File: src/rtl/pico_clk_ctrl_pkg.sv
// pico_clk_ctrl_pkg: shared state encoding and default timing constants for the clock-enable scheduler
package pico_clk_ctrl_pkg;
  typedef enum logic [1:0] {
    ST_HALT = 2'b00,
    ST_RUN  = 2'b01,
    ST_SLOW = 2'b10,
    ST_STEP = 2'b11
  } state_t;
  localparam int DIV_SLOW_DEF  = 25_000_000;
  localparam int DB_CYCLES_DEF = 1_000_000;
  localparam int CNT_W_DEF     = 32;
  function automatic logic ticks_led(input state_t s);
    return s == ST_SLOW || s == ST_STEP;
  endfunction
endpackage

File: src/rtl/pico_clk_ctrl_if.sv
// pico_clk_ctrl_if: board/core-facing signals of the clock-enable scheduler
interface pico_clk_ctrl_if;
  logic [1:0] mode;
  logic       step_btn;
  logic       cpu_halt;
  logic       cpu_ce;
  logic       led_tick;
  logic [1:0] state;
  logic       halted;
  modport master (output mode, step_btn, cpu_halt, input cpu_ce, led_tick, state, halted);
  modport slave  (input mode, step_btn, cpu_halt, output cpu_ce, led_tick, state, halted);
endinterface

File: src/rtl/pico_clk_ctrl_btn_debounce.sv
// btn_debounce: synchronise a bouncing button, accept a level after DB_CYCLES stable cycles, flag rising acceptances
module btn_debounce #(
  parameter int DB_CYCLES = 1_000_000,
  parameter int CNT_W     = 32
) (
  input  logic iclk,
  input  logic rst,
  input  logic btn_raw,
  output logic btn_level,
  output logic btn_rise
);
  logic s1, s2;
  logic [CNT_W-1:0] cnt;
  // two-flop synchroniser for the raw pin
  always_ff @(posedge iclk or posedge rst) begin
    if (rst) begin
      s1 <= 1'b0;
      s2 <= 1'b0;
    end else begin
      s1 <= btn_raw;
      s2 <= s1;
    end
  end
  // stability counter: a differing value must persist DB_CYCLES samples before it becomes the level
  always_ff @(posedge iclk or posedge rst) begin
    if (rst) begin
      cnt       <= '0;
      btn_level <= 1'b0;
      btn_rise  <= 1'b0;
    end else begin
      btn_rise <= 1'b0;
      if (s2 == btn_level) begin
        cnt <= '0;
      end else if (cnt == CNT_W'(DB_CYCLES - 1)) begin
        cnt       <= '0;
        btn_level <= s2;
        btn_rise  <= s2;
      end else begin
        cnt <= cnt + CNT_W'(1);
      end
    end
  end
endmodule

File: src/rtl/pico_clk_ctrl.sv
// pico_clk_ctrl: schedules single-cycle core clock enables for halt, run, slow and single-step modes
module pico_clk_ctrl
  import pico_clk_ctrl_pkg::*;
#(
  parameter int DIV_SLOW  = DIV_SLOW_DEF,
  parameter int DB_CYCLES = DB_CYCLES_DEF,
  parameter int CNT_W     = CNT_W_DEF
) (
  input logic iclk,
  input logic rst,
  pico_clk_ctrl_if.slave bus
);
  logic [1:0] m1, m2;
  state_t st, st_n;
  logic [CNT_W-1:0] slow_cnt, slow_cnt_n;
  logic chg, wrap, hit, fire;
  logic ce_q, ce_n, led_q, led_n, halted_q, halted_n;
  logic step_level, step_rise;
  btn_debounce #(.DB_CYCLES(DB_CYCLES), .CNT_W(CNT_W)) u_db (
    .iclk(iclk),
    .rst(rst),
    .btn_raw(bus.step_btn),
    .btn_level(step_level),
    .btn_rise(step_rise)
  );
  // two-flop synchroniser for the mode switches
  always_ff @(posedge iclk or posedge rst) begin
    if (rst) begin
      m1 <= 2'b00;
      m2 <= 2'b00;
    end else begin
      m1 <= bus.mode;
      m2 <= m1;
    end
  end
  // state register follows the synchronised switches
  always_ff @(posedge iclk or posedge rst) begin
    if (rst) st <= ST_HALT;
    else st <= st_n;
  end
  // next state, slow divider, halt tracking and the enable decision for the coming cycle
  always_comb begin
    st_n       = state_t'(m2);
    chg        = st_n != st;
    wrap       = st == ST_SLOW && slow_cnt == CNT_W'(DIV_SLOW - 1);
    hit        = bus.cpu_halt & ce_q;
    slow_cnt_n = (chg || st != ST_SLOW || wrap) ? '0 : slow_cnt + CNT_W'(1);
    fire       = st == ST_RUN || wrap || (st == ST_STEP && step_rise && step_level && !chg);
    ce_n       = fire && !halted_q && !hit;
    halted_n   = st == ST_HALT ? 1'b0 : halted_q | hit;
    led_n      = led_q ^ (ce_n & ticks_led(st));
  end
  // registered outputs and divider state
  always_ff @(posedge iclk or posedge rst) begin
    if (rst) begin
      slow_cnt <= '0;
      ce_q     <= 1'b0;
      led_q    <= 1'b0;
      halted_q <= 1'b0;
    end else begin
      slow_cnt <= slow_cnt_n;
      ce_q     <= ce_n;
      led_q    <= led_n;
      halted_q <= halted_n;
    end
  end
  assign bus.cpu_ce   = ce_q;
  assign bus.led_tick = led_q;
  assign bus.state    = st;
  assign bus.halted   = halted_q;
endmodule

File: src/flat_wrapper.sv
// flat-port wrapper written by rule: the top's interface ports become plain ports
module pico_clk_ctrl_flat import pico_clk_ctrl_pkg::*;
#(
  parameter int DIV_SLOW  = DIV_SLOW_DEF,
  parameter int DB_CYCLES = DB_CYCLES_DEF,
  parameter int CNT_W     = CNT_W_DEF
)
  (iclk, rst, bus_mode, bus_step_btn, bus_cpu_halt, bus_cpu_ce, bus_led_tick, bus_state, bus_halted);
  pico_clk_ctrl_if bus_i ();
  input logic iclk;
  input logic rst;
  input wire logic [$bits(bus_i.mode)-1:0] bus_mode;
  input wire logic [$bits(bus_i.step_btn)-1:0] bus_step_btn;
  input wire logic [$bits(bus_i.cpu_halt)-1:0] bus_cpu_halt;
  output wire logic [$bits(bus_i.cpu_ce)-1:0] bus_cpu_ce;
  output wire logic [$bits(bus_i.led_tick)-1:0] bus_led_tick;
  output wire logic [$bits(bus_i.state)-1:0] bus_state;
  output wire logic [$bits(bus_i.halted)-1:0] bus_halted;
  assign bus_i.mode = bus_mode;
  assign bus_i.step_btn = bus_step_btn;
  assign bus_i.cpu_halt = bus_cpu_halt;
  assign bus_cpu_ce = bus_i.cpu_ce;
  assign bus_led_tick = bus_i.led_tick;
  assign bus_state = bus_i.state;
  assign bus_halted = bus_i.halted;
  pico_clk_ctrl #(.DIV_SLOW(DIV_SLOW), .DB_CYCLES(DB_CYCLES), .CNT_W(CNT_W)) u_core (.iclk(iclk), .rst(rst), .bus(bus_i));
endmodule
File: config.mk
export PLATFORM = sky130hd
export DESIGN_NAME = pico_clk_ctrl_flat
export DESIGN_NICKNAME = d
export VERILOG_FILES = /design/src/rtl/pico_clk_ctrl_pkg.sv /design/src/rtl/pico_clk_ctrl_if.sv /design/src/rtl/pico_clk_ctrl_btn_debounce.sv /design/src/rtl/pico_clk_ctrl.sv /design/src/flat_wrapper.sv
export SDC_FILE = /design/constraint.sdc
export NUM_CORES = 1
export LEC_CHECK = 0
export ABC_AREA = 1
export BUFFER_PORTS_ARGS = -buffer_cell sky130_fd_sc_hd__clkbuf_2
export CORE_ASPECT_RATIO = 1.25
export CORE_MARGIN = 1.5
export CORE_UTILIZATION = 35
export DETAILED_ROUTE_END_ITERATION = 16
export MAX_ROUTING_LAYER = met4
export PLACE_DENSITY = 0.62
export SYNTH_ARGS = -nofsm -noshare
export SYNTH_HDL_FRONTEND = slang
export SYNTH_HIERARCHICAL = 1
export SYNTH_SLANG_ARGS = --single-unit
File: constraint.sdc
create_clock -name iclk -period 1.75 [get_ports iclk]
set_input_delay 0 -clock iclk [delete_from_list [all_inputs] [get_ports iclk]]
set_output_delay 0 -clock iclk [all_outputs]
set_load 0.05 [all_outputs]
==> results.yml <==
power_and_ir_drop:
  internal_power_mw: 3.00
  power_frac_seq_pct: 46.9
  power_density_nw_per_um2: 759
  p_leak_nw: 2.11
  clockPowerShare_pct: 47.6
  switching_share_pct: 23.3
  ir_drop_uv: 492
  pwr-share-comb_pct: 5.5
  power.switching_uw: 913
setup_path:
  critPathRequiredTime_ns: 1.96
  critPathMaxStageDelay_ns: 0.38
  critical_path.max_fanout: 4
  end_kind: "flop"
  rrSetupSlack_ns: 0.06
  cp_cell_sequence: "ha_2 > nand2_1 > inv_1 > nand2_2 > nor2_4 > nand2_1 > inv_1 > nand3_1 > xor2_1 > nor2_1"
  cp_num_buf_inv: 2
  path_delay_family: "simple AND/OR/NAND/NOR gates"
  worst_path_max_delay_cell: "dfrtp_1"
  critPathArrivalTime_ns: 1.90
  cp-start-kind: "flop"
  crit_type: "reg2reg"
global_routing:
  grt_max_degree: 42
  grt_pass1_wl_mm: 17.5
  grt_pass1_vias: 3877
  grt.total_usage_pct: 16.7
  overflow: 0
  grt_antenna_before_repair: 0
clocking:
  root_buffer: "clkbuf_16"
  clk_transition_reported_paths_ns: 0.06
  max-clock-path-buffers: 2
  worstSkewPairLatency_ns: 0.33
  cts_tree: "built"
  numCtsBuffers: 9
  clock-sinks: 77
  h-tree-depth: 3
cells_and_area:
  num-nets-final: 656
  layout_common_cells: "179 x nand2_1, 142 x nor2_1, 76 x dfrtp_1, 67 x inv_1, 34 x nand3_1"
  final_core_util_pct: 42.0
  antenna_cells: 0
  fillers: 1281
  mostFrequentLayoutCell: "nand2_1"
  final_area_um2: 5150
  regArea_um2: 1930
  drive_gt1_share_pct: 12.7
  multi_input_area_um2: 2290
  area_growth_pct: 15.7
place:
  dp_hpwl_mm: 7.79
  placed_area_um2: 4730
  portBuffers: 10
  place_congestion: 0.998
routing:
  drc: 0
  ant_nets: 0
  routed_wl_mm: 10.9
  viasPerCell: 4.87
  dr_total_vias: 3977
  wl_per_cell_um: 13.4
  drt_pass1_iterations: 5
  drt_iter0_markers: 229
floorplan:
  die_area_um2: 13400
  die_width_um: 104
  ioPinCount: 11
  coreArea_um2: 12300
  rows: 45
  die_y_um: 129
  start_util_pct: 36.3
logic_synthesis:
  synth_top_area_cell: "dfrtp_1"
  synth.cell_area_um2: 4450
  synth_area_leaders: "dfrtp_1 43%, nand2_1 15%, nor2_1 12%"
  synth_nets: 623
  ys_seq_area_share_pct: 43.3
  ys_ff_latch: 77
  syn-instance-count: 615
  syn_area_per_cell_um2: 7.24
  synth_top_area_share_pct: 43.3
  synth.distinct_cells: 27
  ys.warnings.count: 6
hold_path:
  hold_path.class: "in2reg"
timing:
  rsz0062_at_grt: "true"
  worst_pin_slew_ns: 0.516
  skew_ns: 0.00625
  finalCriticalPeriod_ns: 1.69
  slew_viol_final: 0
  fin_crit_sh_pct: 96.5
  slew_headroom_pct: 65.6
  max_freq_mhz: 592
  setup_viol: 0
  final_hold_viol_count: 0
flow_run:
  drv_cap: 0
outcome:
  status: "finished clean"
stage by stage:
step	setup TNS, ns	cells	setup WS [ns]	total power [mW]	hold slack [ns]
6_report	0	816	0.0607	3.91	0.0263
4_1_cts	0	812	0.0227	3.93	0.0342
3_3_place_gp	0	793	0.0706	2.06	0.108
2_1_floorplan	0	615	0.0500	2.01	0.0314
5_1_grt	-0.0468	816	-0.0338	4.03	0.0563
3_5_place_dp	-0.0639	793	-0.0237	2.06	0.110
power groups by stage:
stage / clock network, mW / logic [mW] / registers (mW)
after CTS: 1.89 / 0.207 / 1.83
after detailed placement: 0 / 0.197 / 1.87
final: 1.86 / 0.214 / 1.83
after global routing: 1.96 / 0.236 / 1.84
after global placement: 0 / 0.193 / 1.86
after floorplan: 0 / 0.0931 / 1.92
cells by family (layout without fill, tap and decap cells):
group | Yosys count | count (layout) | share of synthesized area [%]
AO/OA/AOI/OAI | 9 | 9 | 1.15
XOR/XNOR | 33 | 33 | 6.49
adder cells (fa/ha/maj) | 2 | 2 | 0.562
buffers and inverters | 75 | 110 | 7.00
flip-flops | 77 | 77 | 43.3
AND/OR/NAND/NOR | 419 | 421 | 41.5
registers in the layout, indices dropped and copies added, names as in the netlist:
signal                 cells
u_core/m1                  2
u_core/bus.cpu_ce          1
u_core/bus.led_tick        1
u_core/u_db/cnt           32
u_core/u_db/btn_level      1
u_core/slow_cnt           32
u_core/u_db/s2             1
u_core/bus.halted          1
u_core/u_db/btn_rise       1
u_core/bus.state           2
u_core/u_db/s1             1
u_core/m2                  2
Yosys cell counts (all sizes together):
cell / n
xor2: 21
xnor2: 12
o21bai: 1
nor3b: 1
nand4: 12
nand2: 187
a31oi: 1
inv: 69
clkbuf: 2
a21oi: 5
dfrtp: 77
nand3b: 4
o21ai: 1
nor3: 18
nor2: 162
buf: 4
nand3: 35
a21boi: 1
ha: 2
cell type report:
cell class                      count  area share [%]
Multi-Input combinational cell    465            44.4
Sequential cell                    77            37.4
Inverter                           69            5.03
Clock buffer                       11            4.71
Tap cell                          164            3.98
Timing Repair Buffer               26            3.50
Clock inverter                      4           0.947
tightest hold or removal path, delay by kind of cell:
kind	cells	cell delay [ns]
buffers and inverters	1	0.07
AO/OA/AOI/OAI	2	0.23
metal layers:
layer,track usage (%),vias up,wire length (µm)
met4,8.58,0,393
met3,2.52,43,433
met5,-,-,0
met2,29.9,120,5690
li1,-,1962,-
met1,17.9,1852,4400
final timing paths:
check | start | endpoint | cells past startpoint
setup / recovery | u_core/slow_cnt[0] | u_core/slow_cnt[18] | 10
hold / removal | bus_cpu_halt | u_core/bus.halted | 3
setup reg to reg | u_core/slow_cnt[0] | u_core/slow_cnt[18] | 10
hold reg to reg | u_core/m1[1] | u_core/m2[1] | 0
max in group asynchronous | rst | u_core/bus.state[1] | 4
min in group asynchronous | rst | u_core/u_db/cnt[13] | 4
repair_timing:
action,in CTS,in global routing
gates resized for setup,2,10
hold buffers,4,0
endpoints found under the setup margin,13,35
hold endpoints to repair,80,0
gates cloned,0,2
pin swaps,0,5
setup buffers,0,2
Note: power is estimated with default switching activity, not from simulation.
